`src/rtl/mem_access_unit_if.sv`:
```
// CPU-side load/store request/response bundle for mem_access_unit.
interface mem_access_unit_if #(
  parameter int ADDR_WIDTH = 32
);
  logic                  start;
  logic                  write;
  logic [2:0]            mode;
  logic [ADDR_WIDTH-1:0] address;
  logic [31:0]           write_data;
  logic [31:0]           read_data;
  logic                  done;
  logic                  error;
  logic                  active;

  modport master (
    output start, write, mode, address, write_data,
    input  read_data, done, error, active
  );

  modport slave (
    input  start, write, mode, address, write_data,
    output read_data, done, error, active
  );
endinterface

```
`src/rtl/mem_access_unit.sv`:
```
// RV32I load/store unit on a 1/2/4-byte RAM port with wait states.
// Optional MEM_ACCESS_MISALIGNED_EN: split misaligned accesses into byte beats.
module mem_access_unit #(
  parameter int ADDR_WIDTH  = 32,
  parameter int BUS_BYTES   = 1,
  parameter int WAIT_STATES = 0
) (
  input  logic                   clk,
  input  logic                   rst,
  mem_access_unit_if.slave       cpu,
  output logic [ADDR_WIDTH-1:0]  mem_address,
  output logic [8*BUS_BYTES-1:0] mem_write_data,
  output logic [BUS_BYTES-1:0]   mem_write_enable,
  input  logic [8*BUS_BYTES-1:0] mem_read_data
);

  localparam int LW    = (BUS_BYTES > 1) ? $clog2(BUS_BYTES) : 1;
  localparam int SHIFT = $clog2(BUS_BYTES);
  localparam logic [ADDR_WIDTH-1:0] LANE_MASK = ADDR_WIDTH'(BUS_BYTES - 1);

  typedef enum logic [1:0] {ST_IDLE, ST_ACCESS, ST_DONE} state_t;

  state_t                 r_state;
  logic                   r_write;
  logic [2:0]             r_mode;
  logic [ADDR_WIDTH-1:0]  r_addr;
  logic [31:0]            r_wdata;
  logic                   r_split;
  logic [2:0]             r_size;
  logic [2:0]             r_nbeats;
  logic [2:0]             r_beat;
  logic [3:0]             r_wait;
  logic [31:0]            r_buf;
  logic [31:0]            r_read_data;
  logic                   r_done;
  logic                   r_error;
  logic                   r_active;
  logic [ADDR_WIDTH-1:0]  r_mem_address;
  logic [8*BUS_BYTES-1:0] r_mem_wdata;
  logic [BUS_BYTES-1:0]   r_mem_we;

  function automatic logic [2:0] size_of(input logic [2:0] mode);
    case (mode[1:0])
      2'b00:   return 3'd1;
      2'b01:   return 3'd2;
      default: return 3'd4;
    endcase
  endfunction

  function automatic logic mode_legal(input logic [2:0] mode, input logic wr);
    case (mode)
      3'b000, 3'b001, 3'b010: return 1'b1;
      3'b100, 3'b101:         return !wr;
      default:                return 1'b0;
    endcase
  endfunction

  function automatic logic [2:0] beat_count(input logic [2:0] size, input logic split);
    if (split || (BUS_BYTES == 1))   return size;
    else if (size > 3'(BUS_BYTES))   return size / 3'(BUS_BYTES);
    else                             return 3'd1;
  endfunction

  function automatic logic [LW-1:0] lane_of(input logic [ADDR_WIDTH-1:0] ba);
    return LW'(ba & LANE_MASK);
  endfunction

  function automatic logic [ADDR_WIDTH-1:0] beat_addr(
    input logic [ADDR_WIDTH-1:0] addr, input logic split, input logic [2:0] k);
    if (split) return (addr + ADDR_WIDTH'(k)) & ~LANE_MASK;
    else       return (addr & ~LANE_MASK) + (ADDR_WIDTH'(k) << SHIFT);
  endfunction

  // Which access bytes (0..3) belong to beat k whose word address is waddr.
  function automatic logic [3:0] beat_sel(
    input logic [ADDR_WIDTH-1:0] addr, input logic [2:0] size, input logic split,
    input logic [ADDR_WIDTH-1:0] waddr, input logic [2:0] k);
    logic [ADDR_WIDTH-1:0] ba;
    logic [3:0]            sel;
    sel = '0;
    for (int unsigned j = 0; j < 4; j++) begin
      ba = addr + ADDR_WIDTH'(j);
      if ((3'(j) < size) && (split ? (3'(j) == k) : ((ba & ~LANE_MASK) == waddr)))
        sel[j] = 1'b1;
    end
    return sel;
  endfunction

  function automatic logic [BUS_BYTES-1:0] lanes_of(
    input logic [ADDR_WIDTH-1:0] addr, input logic [3:0] sel);
    logic [BUS_BYTES-1:0] lanes;
    lanes = '0;
    for (int unsigned j = 0; j < 4; j++)
      if (sel[j]) lanes[lane_of(addr + ADDR_WIDTH'(j))] = 1'b1;
    return lanes;
  endfunction

  function automatic logic [8*BUS_BYTES-1:0] wdata_of(
    input logic [ADDR_WIDTH-1:0] addr, input logic [3:0] sel, input logic [31:0] wdata);
    logic [8*BUS_BYTES-1:0] wl;
    wl = '0;
    for (int unsigned j = 0; j < 4; j++)
      if (sel[j]) wl[lane_of(addr + ADDR_WIDTH'(j))*8 +: 8] = wdata[j*8 +: 8];
    return wl;
  endfunction

  logic [2:0]             w_in_size;
  logic                   w_in_mis;
  logic                   w_in_split;
  logic                   w_in_err;
  logic [ADDR_WIDTH-1:0]  w_a_addr;
  logic [3:0]             w_a_sel;
  logic [3:0]             w_c_sel;
  logic [ADDR_WIDTH-1:0]  w_n_addr;
  logic [3:0]             w_n_sel;
  logic [31:0]            w_buf_next;
  logic [31:0]            w_ext;

  always_comb begin
    w_in_size = size_of(cpu.mode);
    w_in_mis  = (cpu.address & ADDR_WIDTH'(w_in_size - 3'd1)) != '0;
`ifdef MEM_ACCESS_MISALIGNED_EN
    w_in_split = w_in_mis;
    w_in_err   = !mode_legal(cpu.mode, cpu.write);
`else
    w_in_split = 1'b0;
    w_in_err   = !mode_legal(cpu.mode, cpu.write) || w_in_mis;
`endif
    w_a_addr = beat_addr(cpu.address, w_in_split, 3'd0);
    w_a_sel  = beat_sel(cpu.address, w_in_size, w_in_split, w_a_addr, 3'd0);
    w_c_sel  = beat_sel(r_addr, r_size, r_split, r_mem_address, r_beat);
    w_n_addr = beat_addr(r_addr, r_split, r_beat + 3'd1);
    w_n_sel  = beat_sel(r_addr, r_size, r_split, w_n_addr, r_beat + 3'd1);

    w_buf_next = r_buf;
    for (int unsigned j = 0; j < 4; j++)
      if (w_c_sel[j])
        w_buf_next[j*8 +: 8] = mem_read_data[lane_of(r_addr + ADDR_WIDTH'(j))*8 +: 8];

    case (r_size)
      3'd1:    w_ext = r_mode[2] ? {24'b0, w_buf_next[7:0]}
                                 : {{24{w_buf_next[7]}}, w_buf_next[7:0]};
      3'd2:    w_ext = r_mode[2] ? {16'b0, w_buf_next[15:0]}
                                 : {{16{w_buf_next[15]}}, w_buf_next[15:0]};
      default: w_ext = w_buf_next;
    endcase
  end

  // Write strobes are registered, so they are set one edge ahead of a beat's last cycle.
  always_ff @(posedge clk or negedge rst) begin
    if (!rst) begin
      r_state       <= ST_IDLE;
      r_write       <= 1'b0;
      r_mode        <= '0;
      r_addr        <= '0;
      r_wdata       <= '0;
      r_split       <= 1'b0;
      r_size        <= '0;
      r_nbeats      <= '0;
      r_beat        <= '0;
      r_wait        <= '0;
      r_buf         <= '0;
      r_read_data   <= '0;
      r_done        <= 1'b0;
      r_error       <= 1'b0;
      r_active      <= 1'b0;
      r_mem_address <= '0;
      r_mem_wdata   <= '0;
      r_mem_we      <= '0;
    end else begin
      case (r_state)
        ST_IDLE: begin
          r_done   <= 1'b0;
          r_error  <= 1'b0;
          r_mem_we <= '0;
          if (cpu.start) begin
            r_write  <= cpu.write;
            r_mode   <= cpu.mode;
            r_addr   <= cpu.address;
            r_wdata  <= cpu.write_data;
            r_split  <= w_in_split;
            r_size   <= w_in_size;
            r_nbeats <= beat_count(w_in_size, w_in_split);
            r_active <= 1'b1;
            if (w_in_err) begin
              r_state <= ST_DONE;
              r_done  <= 1'b1;
              r_error <= 1'b1;
            end else begin
              r_state       <= ST_ACCESS;
              r_beat        <= '0;
              r_wait        <= 4'(WAIT_STATES);
              r_buf         <= '0;
              r_mem_address <= w_a_addr;
              r_mem_wdata   <= cpu.write ? wdata_of(cpu.address, w_a_sel, cpu.write_data) : '0;
              r_mem_we      <= (cpu.write && (WAIT_STATES == 0))
                               ? lanes_of(cpu.address, w_a_sel) : '0;
            end
          end
        end
        ST_ACCESS: begin
          if (r_wait == 4'd0) begin
            if (!r_write) r_buf <= w_buf_next;
            if (r_beat == r_nbeats - 3'd1) begin
              r_state  <= ST_DONE;
              r_done   <= 1'b1;
              r_mem_we <= '0;
              if (!r_write) r_read_data <= w_ext;
            end else begin
              r_beat        <= r_beat + 3'd1;
              r_wait        <= 4'(WAIT_STATES);
              r_mem_address <= w_n_addr;
              r_mem_wdata   <= r_write ? wdata_of(r_addr, w_n_sel, r_wdata) : '0;
              r_mem_we      <= (r_write && (WAIT_STATES == 0)) ? lanes_of(r_addr, w_n_sel) : '0;
            end
          end else begin
            r_wait   <= r_wait - 4'd1;
            r_mem_we <= (r_write && (r_wait == 4'd1)) ? lanes_of(r_addr, w_c_sel) : '0;
          end
        end
        default: begin
          r_done   <= 1'b0;
          r_error  <= 1'b0;
          r_active <= 1'b0;
          r_mem_we <= '0;
          r_state  <= ST_IDLE;
        end
      endcase
    end
  end

  assign cpu.read_data    = r_read_data;
  assign cpu.done         = r_done;
  assign cpu.error        = r_error;
  assign cpu.active       = r_active;
  assign mem_address      = r_mem_address;
  assign mem_write_data   = r_mem_wdata;
  assign mem_write_enable = r_mem_we;

endmodule

```
`src/flat_wrapper.sv`:
```
// flat-port wrapper written by rule: the top's interface ports become plain ports
module mem_access_unit_flat 
#(
  parameter int ADDR_WIDTH  = 32,
  parameter int BUS_BYTES   = 1,
  parameter int WAIT_STATES = 0
)
  (clk, rst, mem_address, mem_write_data, mem_write_enable, mem_read_data, cpu_start, cpu_write, cpu_mode, cpu_address, cpu_write_data, cpu_read_data, cpu_done, cpu_error, cpu_active);
  mem_access_unit_if #(.ADDR_WIDTH(ADDR_WIDTH)) cpu_i ();
  input  logic clk;
  input  logic rst;
  output logic [ADDR_WIDTH-1:0] mem_address;
  output logic [8*BUS_BYTES-1:0] mem_write_data;
  output logic [BUS_BYTES-1:0] mem_write_enable;
  input  logic [8*BUS_BYTES-1:0] mem_read_data;
  input wire logic [$bits(cpu_i.start)-1:0] cpu_start;
  input wire logic [$bits(cpu_i.write)-1:0] cpu_write;
  input wire logic [$bits(cpu_i.mode)-1:0] cpu_mode;
  input wire logic [$bits(cpu_i.address)-1:0] cpu_address;
  input wire logic [$bits(cpu_i.write_data)-1:0] cpu_write_data;
  output wire logic [$bits(cpu_i.read_data)-1:0] cpu_read_data;
  output wire logic [$bits(cpu_i.done)-1:0] cpu_done;
  output wire logic [$bits(cpu_i.error)-1:0] cpu_error;
  output wire logic [$bits(cpu_i.active)-1:0] cpu_active;
  assign cpu_i.start = cpu_start;
  assign cpu_i.write = cpu_write;
  assign cpu_i.mode = cpu_mode;
  assign cpu_i.address = cpu_address;
  assign cpu_i.write_data = cpu_write_data;
  assign cpu_read_data = cpu_i.read_data;
  assign cpu_done = cpu_i.done;
  assign cpu_error = cpu_i.error;
  assign cpu_active = cpu_i.active;
  mem_access_unit #(.ADDR_WIDTH(ADDR_WIDTH), .BUS_BYTES(BUS_BYTES), .WAIT_STATES(WAIT_STATES)) u_core (.clk(clk), .rst(rst), .cpu(cpu_i), .mem_address(mem_address), .mem_write_data(mem_write_data), .mem_write_enable(mem_write_enable), .mem_read_data(mem_read_data));
endmodule
```
`config.mk`:
```
export PLATFORM = sky130hd
export DESIGN_NAME = mem_access_unit_flat
export DESIGN_NICKNAME = d
export VERILOG_FILES = /design/src/rtl/mem_access_unit_if.sv /design/src/rtl/mem_access_unit.sv /design/src/flat_wrapper.sv
export SDC_FILE = /design/constraint.sdc
export NUM_CORES = 1
export LEC_CHECK = 0
export ABC_AREA = 1
export BUFFER_PORTS_ARGS = -buffer_cell sky130_fd_sc_hd__buf_2
export CORE_MARGIN = 3
export CORE_UTILIZATION = 30
export CTS_CLUSTER_SIZE = 25
export DETAILED_ROUTE_END_ITERATION = 16
export GPL_ROUTABILITY_DRIVEN = 0
export GPL_TIMING_DRIVEN = 0
export HOLD_SLACK_MARGIN = 0.06
export PLACE_DENSITY_LB_ADDON = 0.3
export SYNTH_ARGS = -nofsm -noshare
export SYNTH_HDL_FRONTEND = slang
export SYNTH_SLANG_ARGS = --single-unit
```
`constraint.sdc`:
```
create_clock -name clk -period 7.9 [get_ports clk]
set_clock_uncertainty 0.05 [all_clocks]
set_input_delay 1.185 -clock clk [delete_from_list [all_inputs] [get_ports clk]]
set_output_delay 1.185 -clock clk [all_outputs]
set_load 0.01 [all_outputs]
```
==> results by group, run 1 <==
Clocking
  – H-tree depth: 4
  – Post-CTS sizing: 0
  – CTS Buf Count: 17
  – Clock-pin slew on the worst setup and hold paths: 0.08 ns
  – Skew-Pair Late Insertion Delay: 0.47 ns
  – Setup bufs post-CTS: 0
  – Cts hold-fix bufs: 0
  – # clock sinks: 186
  – Root Driver: clkbuf_16
  – CTS max path bufs: 2
  – CTS tree: built

Floorplanning
  – Std cell rows: 75
  – Die W: 213.1 um
  – I/O pin count: 155
  – Die area: 0.04539 mm^2
  – Die height: 213.1 um
  – Core area: 0.04213 mm^2
  – Initial core utilization: 30.53%

Worst hold path
  – Hold crit path type: register to register

Status
  – Run status: completed

Layout
  – Final core occ: 35.52%
  – Fraction of layout cells with a size suffix above 1: 15.08%
  – Layout Cells excl Fill: 2647
  – Area growth syn-to-layout: 16.35%
  – Final nets: 2185

Placed design
  – Post-Place Cells: 2609
  – I/O Buffers: 154
  – Dpl hpwl: 38160 um

Critical path
  – Critical path cell sequence: buf_2, nor2_1, inv_1, ha_1, o21ai_0, a21o_1, nand3_1, nor3b_1, o21ai_1, nor2_2, clkinv_1, clkbuf_1, o21ai_0
  – Critical Path RT: 8.23 ns
  – Critical path's largest stage delay: 0.50 ns
  – Worst setup SP type: input pin
  – CP endpoint kind: register
  – Buf/Inv on CP: 4
  – Worst path most repeated cell: o21ai_0
  – Crit-path max FO: 10
  – Critical path arrival: 4.34 ns
  – Critical path class: input pin to register
  – Flop2flop setup slack: 4.35 ns
  – Slowest stage cell, crit path: clkbuf_1
  – Largest delay share family, worst path: buffers and inverters

Synth
  – Synth Warn #: 0
  – Syn_area_per_cell: 6.717 um^2
  – Post-synthesis net count: 2011
  – Flops & latches, synth: 186
  – Count of different cell masters after synthesis: 43
  – Synthesized area: 0.01286 mm^2
  – Seq/Total Area, Yosys: 36.19%
  – Gate count after technology mapping: 1915

Global routing
  – Pin count of the biggest net entering global routing: 109
  – GRT overflow: 0
  – Gr usage total: 21.63%
  – Vias in the first global route: 12.87k
  – Initial antenna violation count: 6
  – First-pass GRT wire length: 74350 um

Detailed routing
  – Vias: 13.40k
  – Routed wire length per instance: 18.41 um
  – DRT iter0 DRCs: 1101
  – WL final: 48730 um
  – DRC Markers: 0
  – Vias per cell: 5.062
  – DRT antenna net count: 0
  – DRT Pass-1 Iters: 10

Timing
  – Final count of negative-setup-slack endpoints: 0
  – Crit path time final: 4.010 ns
  – Max-slew headroom: 30.59%
  – Final hold violation count: 0
  – Actual slew at the worst max-slew pin: 1.041 ns
  – Fin. max-slew vios: 0
  – Max Clock Freq: 249.4 MHz
  – Final Cycle Share: 50.76%
  – RSZ-0062 raised after global routing: no
  – TNS Setup: 0 ns

Run
  – Max-capacitance violation count: 0

Power
  – Power Dens Cells: 384.1 mW/mm^2
  – P_leak: 7.626 nW
  – Maximum VDD drop: 217.2 uV
synth_stat cells:
cell	n	share of area [%]
nand2_1	699	20
inv_1	196	5.7
dfrtp_1	186	36
o21ai_0	171	6.7
nor2_1	143	4.2
nand3_1	110	4.3
a21oi_1	46	1.8
xor2_1	44	3.0
clkbuf_1	39	1.1
nand4_1	24	1.2
nor2_2	23	1.1
xnor2_1	22	1.5
o22ai_1	18	0.88
or2_2	18	0.88
nor2_4	17	1.5
ha_1	16	1.6
nand2_2	16	0.78
nor3_1	13	0.51
buf_2	12	0.47
nand3_2	12	0.93
o211ai_1	11	0.64
o21ai_1	10	0.39
o21ai_2	8	0.54
o21bai_1	6	0.35
a31oi_1	5	0.24
clkinv_1	5	0.15
nand3b_1	5	0.29
nor4_1	5	0.24
buf_4	4	0.23
clkbuf_2	4	0.16
inv_2	4	0.12
nand2_4	4	0.35
buf_6	3	0.26
nand3_4	3	0.41
o31ai_1	3	0.18
a21o_1	2	0.12
nor3b_1	2	0.12
and3_1	1	0.049
buf_1	1	0.029
buf_12	1	0.16
fa_1	1	0.16
nor2_8	1	0.16
o311ai_0	1	0.068
worst min-delay path, cell delays in order (launching register included):
cell,delay (ns)
dfrtp_1,0.34
nand2_1,0.05
nand2_1,0.05
sequential cells by signal, indices dropped and copies added, names as in the netlist, 2 cells and up:
| register | flops |
|---|---|
| u_core.mem_address | 32 |
| u_core.r_wdata | 32 |
| u_core.r_wait | 4 |
| u_core.cpu.read_data | 32 |
| u_core.r_beat | 3 |
| u_core.r_size | 3 |
| u_core.r_state | 2 |
| u_core.r_addr | 32 |
| u_core.mem_write_data | 8 |
| u_core.r_buf | 32 |
through the flow:
step           instance area [um^2]  setup slack, ns  hold WS (ns)  power [W]
3_3_place_gp                  14310            2.334        0.4108   0.004766
6_report                      14970            3.890        0.4284   0.005748
3_5_place_dp                  14350            3.480        0.4097   0.004796
5_1_grt                       14960            3.640        0.4545   0.006211
4_1_cts                       14950            3.956        0.4302   0.005713
2_1_floorplan                 12860            4.624        0.3936   0.003645
logic make-up after synthesis:
group                    Yosys count  share of synthesized area (%)
AND/OR/NAND/NOR                 1096                          37.33
adder cells (fa/ha/maj)           17                          1.712
AO/OA/AOI/OAI                    281                          11.85
buffers and inverters            269                          8.424
flip-flops                       186                          36.19
XOR/XNOR                          66                          4.494
layout by cell type, fill, tap and decap left out, drive strengths merged, types with 2 or more instances in the layout:
| cell | count |
|---|---|
| nor3b | 2 |
| or2 | 18 |
| diode | 6 |
| xor2 | 44 |
| nand3 | 125 |
| clkinv | 13 |
| nor2 | 184 |
| o31ai | 3 |
| nand2 | 719 |
| a21oi | 46 |
| nor4 | 5 |
| nor3 | 13 |
| o21bai | 6 |
| nand3b | 5 |
| xnor2 | 22 |
| ha | 16 |
| o22ai | 18 |
| nand4 | 24 |
| a31oi | 5 |
| dfrtp | 186 |
| o211ai | 11 |
| a21o | 2 |
| o21ai | 189 |
| inv | 205 |
| clkbuf | 60 |
| buf | 176 |
worst paths after layout:
kind / startpoint / end / cells past startpoint
setup / recovery: cpu_mode[0] / u_core.mem_address[9]$_DFFE_PN0P_ / 13
hold / removal: u_core.r_wdata[31]$_DFFE_PN0P_ / u_core.r_wdata[31]$_DFFE_PN0P_ / 2
setup reg to reg: u_core.r_addr[1]$_DFFE_PN0P_ / u_core.cpu.read_data[31]$_DFFE_PN0P_ / 19
hold reg to reg: u_core.r_wdata[31]$_DFFE_PN0P_ / u_core.r_wdata[31]$_DFFE_PN0P_ / 2
max in group asynchronous: rst / u_core.r_addr[21]$_DFFE_PN0P_ / 2
min in group asynchronous: rst / u_core.cpu.read_data[27]$_DFFE_PN0P_ / 1
power by group:
| part | total (W) | leakage [nW] | internal (W) | switching, W |
|---|---|---|---|---|
| registers | 0.00159 | 2.35 | 0.00128 | 0.000308 |
| clock network | 0.000891 | 0.294 | 0.000452 | 0.000439 |
| logic | 0.00327 | 4.98 | 0.000977 | 0.00230 |
| total | 0.00575 | 7.63 | 0.00271 | 0.00304 |
cell type report:
cell class                      instances  area, um^2
Tap cell                              539       674.4
Timing Repair Buffer                  155       808.3
Buffer                                 64       314.1
Inverter                              205       769.5
Antenna cell                            6       15.01
Sequential cell                       186        4654
Multi-Input combinational cell       1460        7124
Clock buffer                           17       425.4
Clock inverter                         15       180.2
Fill cell                            4532       27170
per-layer routing:
metal  vias to the layer above  global-route usage, %  part of all wire, %
met3                       134                  5.686                  8.5
met5                         -                      0                0.064
li1                       6444                      -                    -
met4                         4                  11.70                  5.5
met1                      6246                  28.46                   43
met2                       571                  32.46                   43
Note: power is estimated with default switching activity, not from simulation.
==> inputs of run 2 (changes only) <==
ABC_AREA = 0   (was 1)
clock period = 4 ns   (was 7.9 ns; I/O delays follow)
==> results by group, run 2 <==
Floorplanning
  – Die area: 0.04238 mm^2 (-6.6%)
  – Die W: 205.9 um (-3.4%)
  – Std cell rows: 72 (-4.0%)
  – I/O pin count: 155 (unchanged)
  – Die height: 205.9 um (-3.4%)
  – Core area: 0.03910 mm^2 (-7.2%)
  – Initial core utilization: 30.65% (+0.13 points)

Placed design
  – I/O Buffers: 154 (unchanged)
  – Place WS: -0.7268 ns (-4.207 ns)
  – Dpl hpwl: 34170 um (-10%)
  – Post-Place Cells: 2107 (-19%)

Synth
  – Number of synthesized flops with an enable pin: 0 (unchanged)
  – Flops & latches, synth: 186 (unchanged)
  – Post-synthesis net count: 1525 (-24%)
  – Ys flop type: dfrtp_1
  – Share of the synthesized area in the top cell type: 38.83% (+2.6 points)
  – Post-synth top cells: 321 x nand2_1, 186 x dfrtp_1, 91 x nor2_1
  – Synthesized area: 0.01199 mm^2 (-6.8%)
  – Seq/Total Area, Yosys: 38.83% (+2.6 points)
  – Cell with the most instances after synthesis: nand2_1
  – Count of different cell masters after synthesis: 77 (+79%)
  – Yosys top cell by area: dfrtp_1
  – Syn_area_per_cell: 8.387 um^2 (+25%)
  – Gate count after technology mapping: 1429 (-25%)
  – Synth Warn #: 0 (unchanged)
  – Post-synth ARST share: 100.0% (unchanged)
  – Top cells by area, synth: dfrtp_1 39%, nand2_1 10%, xnor2_1 5.9%

Timing
  – Crit path time final: 3.904 ns
  – Fin. max-slew vios: 0 (unchanged)
  – Actual slew at the worst max-slew pin: 1.200 ns (+0.1590 ns)
  – Final count of negative-setup-slack endpoints: 0 (unchanged)
  – Final hold violation count: 0 (unchanged)
  – Max Clock Freq: 256.1 MHz
  – Hold WS: 0.06384 ns (-0.3646 ns)
  – Max-slew headroom: 19.38% (-11 points)
  – Final Cycle Share: 97.61%
  – Final setup margin: 0.09557 ns (-3.794 ns)

Power
  – Power Dens Cells: 770.2 mW/mm^2 (+100%)
  – Internal power: 0.005631 W (+110%)
  – Clk pwr share: 16.6% (+1.1 points)
  – Maximum VDD drop: 382.9 uV (+76%)
  – Switching share of power: 49.86% (-3.0 points)
  – NetSw: 0.005600 W (+84%)
  – Part of the power in registers: 28.4% (+0.8 points)
  – P_leak: 6.185 nW (-19%)
  – Comb pwr share: 55.0% (-1.9 points)

Detailed routing
  – Vias per cell: 5.563 (+9.9%)
  – DRT antenna net count: 0 (unchanged)
  – DRC Markers: 0 (unchanged)
  – Vias: 11.95k (-11%)
  – WL final: 45650 um (-6.3%)
  – Routed wire length per instance: 21.25 um (+15%)
  – DRT Pass-1 Iters: 6 (-4)
  – DRT iter0 DRCs: 1369 (+24%)

Clocking
  – Skew-Pair Late Insertion Delay: 0.46 ns (about the same)
  – H-tree depth: 4 (unchanged)
  – CTS Buf Count: 17 (unchanged)
  – Cts hold-fix bufs: 0 (unchanged)
  – # clock sinks: 186 (unchanged)
  – Root Driver: clkbuf_16
  – CTS max path bufs: 2 (unchanged)
  – CTS tree: built
  – Clock-pin slew on the worst setup and hold paths: 0.09 ns (about the same)

Critical path
  – CP endpoint: u_core.cpu.read_data[31]$_DFFE_PN0P_
  – Critical path cell sequence: ha_1, clkbuf_2, a21o_1, a21o_1, a2111oi_2, o22ai_1, or4_1, nor4_4, buf_6, mux2_2, a21oi_1
  – Slowest stage cell, crit path: or4_1
  – R2r endpoint: u_core.cpu.read_data[31]$_DFFE_PN0P_
  – Largest delay share family, worst path: compound AO/OA/AOI/OAI gates
  – Critical path origin: u_core.r_addr[1]$_DFFE_PN0P_
  – Critical Path RT: 4.34 ns (-3.89 ns)
  – Worst path most repeated cell: a21o_1
  – Critical path's largest stage delay: 0.59 ns (+0.09 ns)
  – Critical path class: register to register
  – Reg2reg path depth: 11 (-8)
  – Critical path arrival: 4.24 ns (-0.10 ns)
  – Crit. path cell count: 11 (-2)
  – Worst setup SP type: register
  – FF-to-FF Start: u_core.r_addr[1]$_DFFE_PN0P_
  – CP endpoint kind: register
  – Buf/Inv on CP: 2 (-2)
  – Flop2flop setup slack: 0.1 ns (-4.25 ns)
  – Crit-path max FO: 10 (unchanged)

Layout
  – Most common cell after layout, fill and taps aside: nand2_1
  – Final nets: 1710 (-22%)
  – Area growth syn-to-layout: 21.66%
  – Most frequent cells in the layout: 321 x nand2_1, 184 x dfrtp_1, 171 x buf_2
  – Layout Cells excl Fill: 2148 (-19%)
  – Fraction of layout cells with a size suffix above 1: 19.67% (+4.6 points)

Status
  – Run status: completed

Global routing
  – Initial antenna violation count: 6 (unchanged)
  – Vias in the first global route: 11.57k (-10%)
  – Gr usage total: 21.23% (-0.40 points)
  – Pin count of the biggest net entering global routing: 120 (+10%)
  – First-pass GRT wire length: 69410 um (-6.7%)
  – GRT overflow: 0 (unchanged)

Worst hold path
  – Hold crit path type: input pin to asynchronous set/reset pin

Run
  – Max-capacitance violation count: 0 (unchanged)
## run 2: cell types whose count changed after synthesis, moves of 25 or more
cell,before,now
a21oi_1,46,87
a22o_1,0,32
inv_1,196,21
nand2_1,699,321
nand3_1,110,29
nor2_1,143,91
nor4_1,5,30
o21ai_0,171,76
xnor2_1,22,81
## run 2: power by group through the flow
stage	Clock [W]	Combinational [W]	Sequential, W
floorplan	0	0.00384	0.00315
global placement	0	0.00574	0.00314
detailed placement	0	0.00587	0.00316
CTS	0.00189	0.00598	0.00313
global route	0.00198	0.00669	0.00328
finish	0.00187	0.00617	0.00319
## run 2: logic make-up after synthesis
logic type / Yosys count / share of synthesized area, %
multiplexers: 39 / 3.435
flip-flops: 186 / 38.83
AO/OA/AOI/OAI: 298 / 16.14
AND/OR/NAND/NOR: 652 / 26.40
adder cells (fa/ha/maj): 17 / 1.837
XOR/XNOR: 131 / 9.636
buffers and inverters: 106 / 3.716
## run 2: how the worst min path moves through the flow
stage                                       start                                  to  slack (ns)  cells past startpoint
floorplan                                     rst       u_core.cpu.active$_DFFE_PN0P_        0.25                      0
global placement    u_core.r_wdata[3]$_DFFE_PN0P_       u_core.r_wdata[3]$_DFFE_PN0P_        0.41                      2
detailed placement  u_core.r_wdata[3]$_DFFE_PN0P_       u_core.r_wdata[3]$_DFFE_PN0P_        0.41                      2
CTS                                           rst       u_core.r_addr[21]$_DFFE_PN0P_        0.08                      1
global route                                  rst  u_core.mem_address[19]$_DFFE_PN0P_        0.10                      1
finish                                        rst       u_core.r_addr[21]$_DFFE_PN0P_        0.06                      1
## run 2: layout make-up
type                    instances  area (um^2)
clock buffers                  17        425.4
diodes                          3        7.507
repair buffers                171        933.4
flip-flops and latches        186         4657
multi-input cells            1137         7254
fillers                      4047        24520
clock inverters                15        217.7
plain buffers                  80        359.1
well taps                     518        648.1
inverters                      21        78.83
## run 2: through the flow
stage / total power, W / area [um^2] / setup TNS, ns / utilization (%)
floorplan: 0.006987 / 11990 / 0 / -
global placement: 0.008876 / 13400 / -211.44 / 34.28
detailed placement: 0.009025 / 13490 / -24.02 / 34.51
CTS: 0.01101 / 14340 / -0.01799 / 36.66
global route: 0.01196 / 14570 / -0.008141 / 37.28
finish: 0.01123 / 14580 / 0 / 37.30
## run 2: routing by layer
| metal | wire [um] | GRT usage, % |
|---|---|---|
| met4 | 1856 | 8.315 |
| met1 | 19990 | 29.53 |
| met5 | 37 | 0 |
| met3 | 4066 | 5.481 |
| met2 | 19700 | 31.55 |
## run 2: timing repair
action,4_1_cts,5_1_grt
gates resized for setup,32,32
pin swaps,1,5
endpoints found under the setup margin,57,49
buffers inserted,2,9
cloned,0,0
==> inputs of run 3 (changes only) <==
BUFFER_PORTS_ARGS = default   (was -buffer_cell sky130_fd_sc_hd__buf_2)
DONT_BUFFER_PORTS = 1   (was default)
MAX_ROUTING_LAYER = met4   (was default)
SKIP_CTS_REPAIR_TIMING = 1   (was default)
==> results by group, run 3 (synthesis gave the netlist of run 2 again) <==
Status
  – Run status: complete, but fails checks
  – Failing checks: negative hold slack, negative setup slack

Layout
  – Most common cell after layout, fill and taps aside: nand2_1
  – Area taken by multi-input logic gates: 0.007196 mm^2 (-0.81%)
  – Layout Cells excl Fill: 1985 (-7.6%)
  – Fillcell total: 4157 (+2.7%)
  – Reg area: 0.004656 mm^2 (about the same)
  – Area growth syn-to-layout: 13.93%
  – Final nets: 1550 (-9.4%)
  – Fraction of layout cells with a size suffix above 1: 10.29% (-9.4 points)
  – Inserted Diodes: 0 (-3)
  – Most frequent cells in the layout: 321 x nand2_1, 185 x dfrtp_1, 91 x nor2_1

Timing
  – Max Clock Freq: 246.6 MHz (-3.7%)
  – TNS Setup: -0.3745 ns (-0.3745 ns)
  – Final count of negative-setup-slack endpoints: 8 (+8)
  – Actual slew at the worst max-slew pin: 1.172 ns (-0.02830 ns)
  – Final Cycle Share: 101.4% (+3.8 points)
  – Final setup margin: -0.05564 ns (-0.1512 ns)
  – Final hold violation count: 186 (+186)
  – Fin. max-slew vios: 0 (unchanged)
  – RSZ-0062 raised after global routing: yes
  – Hold WS: -0.2096 ns (-0.2734 ns)
  – Max-slew headroom: 21.28% (+1.9 points)
  – Crit path time final: 4.056 ns (+0.1512 ns)

Run
  – Max-capacitance violation count: 0 (unchanged)

Power
  – Pwr Total: 0.01081 W (-3.7%)
  – P_leak: 5.455 nW (-12%)
  – Comb pwr share: 51.1% (-3.9 points)
  – Maximum VDD drop: 399.8 uV (+4.4%)
  – Power Dens Cells: 792.0 mW/mm^2 (+2.8%)
  – Internal power: 0.005546 W (-1.5%)
  – NetSw: 0.005269 W (-5.9%)
  – Clk pwr share: 17.3% (+0.7 points)
  – Part of the power in registers: 31.6% (+3.2 points)
  – Switching share of power: 48.72% (-1.1 points)

Floorplanning
  – I/O pin count: 155 (unchanged)
  – Die height: 205.9 um (unchanged)
  – Die area: 0.04238 mm^2 (unchanged)
  – Std cell rows: 72 (unchanged)
  – Die W: 205.9 um (unchanged)
  – Initial core utilization: 30.65% (unchanged)
  – Core area: 0.03910 mm^2 (unchanged)

Clocking
  – Clock-pin slew on the worst setup and hold paths: 0.08 ns (about the same)
  – H-tree depth: 4 (unchanged)
  – CTS tree: built
  – Skew-Pair Late Insertion Delay: 0.47 ns (about the same)
  – Root Driver: clkbuf_16
  – CTS max path bufs: 2 (unchanged)
  – # clock sinks: 186 (unchanged)
  – CTS Buf Count: 17 (unchanged)

Critical path
  – Critical path arrival: 4.36 ns (+0.12 ns)
  – Critical path cell sequence: clkbuf_1, nand4_1, nor3_2, nand4_1, xnor2_1, or4b_1, nor4_1, buf_4, o21ai_2, a22o_1
  – CP endpoint kind: register
  – Worst path most repeated cell: nand4_1
  – Critical path class: register to register
  – Worst setup SP type: register
  – Slowest stage cell, crit path: or4b_1
  – Crit-path max FO: 9 (-1)
  – Critical path's largest stage delay: 0.52 ns (-0.07 ns)
  – Critical Path RT: 4.31 ns (-0.03 ns)

Placed design
  – Post-Place Cells: 1951 (-7.4%)
  – Dpl hpwl: 33470 um (-2.0%)
  – Place WS: -0.7680 ns (-0.04118 ns)
  – I/O Buffers: 0 (-100%)

Detailed routing
  – Vias per cell: 5.641 (+1.4%)
  – WL final: 44060 um (-3.5%)
  – Vias: 11.20k (-6.3%)
  – Highest metal used: met4
  – DRT Pass-1 Iters: 5 (-1)
  – DRC Markers: 0 (unchanged)
  – Routed wire length per instance: 22.20 um (+4.5%)
  – DRT met1 WL: 18790 um (-6.0%)
  – DRT antenna net count: 0 (unchanged)
  – Met3 Routed Length: 4511 um (+11%)
  – Met2 wire length: 18890 um (-4.1%)
  – DRT iter0 DRCs: 1153 (-16%)

Global routing
  – Initial antenna violation count: 0 (-6)
  – Gr usage total: 21.23% (about the same)
  – Vias in the first global route: 10.75k (-7.1%)
  – Pin count of the biggest net entering global routing: 187 (+56%)
  – GRT overflow: 0 (unchanged)
  – First-pass GRT wire length: 66360 um (-4.4%)

Worst hold path
  – Hold crit path type: input pin to asynchronous set/reset pin
==> run 3: cell count changes in the layout (fill, tap and decap cells not counted), sizes merged <==
cell	delta
clkbuf	+6
clkinvlp	+1
diode	-3
buf	-165
clkinv	-3
bufinv	+3
inv	-2
==> run 3: layer usage <==
metal  vias to the layer above  global-route usage [%]
met5                         -                       -
met3                       102                   6.269
met1                      5413                   27.89
li1                       5131                       -
met4                         0                   9.576
met2                       552                   30.20
==> run 3: power by group through the flow <==
stage / logic [W] / registers [W] / clock network [W]
3_3_place_gp: 0.00513 / 0.00340 / 0
3_5_place_dp: 0.00523 / 0.00342 / 0
4_1_cts: 0.00526 / 0.00339 / 0.00193
6_report: 0.00553 / 0.00341 / 0.00187
2_1_floorplan: 0.00384 / 0.00315 / 0
5_1_grt: 0.00598 / 0.00351 / 0.00201
==> run 3: final cells by class <==
| cell class | instances | area share, % |
|---|---|---|
| multi-input combinational | 1137 | 52.70 |
| sequential | 186 | 34.10 |
| tap | 518 | 4.747 |
| clock buffer | 18 | 3.216 |
| buffer | 84 | 2.740 |
| clock inverter | 14 | 1.484 |
| inverter | 21 | 0.5773 |
| timing repair buffer | 7 | 0.4398 |
==> run 3: through the flow <==
stage | utilization [%] | instance area [um^2] | hold WS, ns
after floorplan | - | 11990 | 0.2544
after global placement | 32.31 | 12630 | 0.2688
after detailed placement | 32.43 | 12680 | 0.2689
after CTS | 34.08 | 13320 | -0.2462
after global routing | 34.92 | 13650 | -0.2397
final | 34.92 | 13650 | -0.2096
==> run 3: critical path, delay by kind of cell, from the launching register on <==
family / cells / cell delay (ns)
buf+inv: 2 / 0.74
compound gates: 2 / 0.46
xor+xnor: 1 / 0.25
simple gates: 5 / 2.13
flops: 1 / 0.32
==> run 3: path summary, 6_finish.rpt <==
check,start,to,slack (ns),cells past startpoint
setup / recovery,u_core.r_addr[21]$_DFFE_PN0P_,u_core.r_buf[11]$_DFFE_PN0P_,-0.06,10
hold / removal,rst,u_core.r_addr[19]$_DFFE_PN0P_,-0.21,0
setup reg to reg,u_core.r_addr[21]$_DFFE_PN0P_,u_core.r_buf[11]$_DFFE_PN0P_,-0.06,10
hold reg to reg,u_core.r_wdata[8]$_DFFE_PN0P_,u_core.r_wdata[8]$_DFFE_PN0P_,0.43,2
max in group asynchronous,rst,u_core.r_addr[1]$_DFFE_PN0P_,3.73,0
min in group clk,cpu_address[2],u_core.r_addr[2]$_DFFE_PN0P_,0.19,2
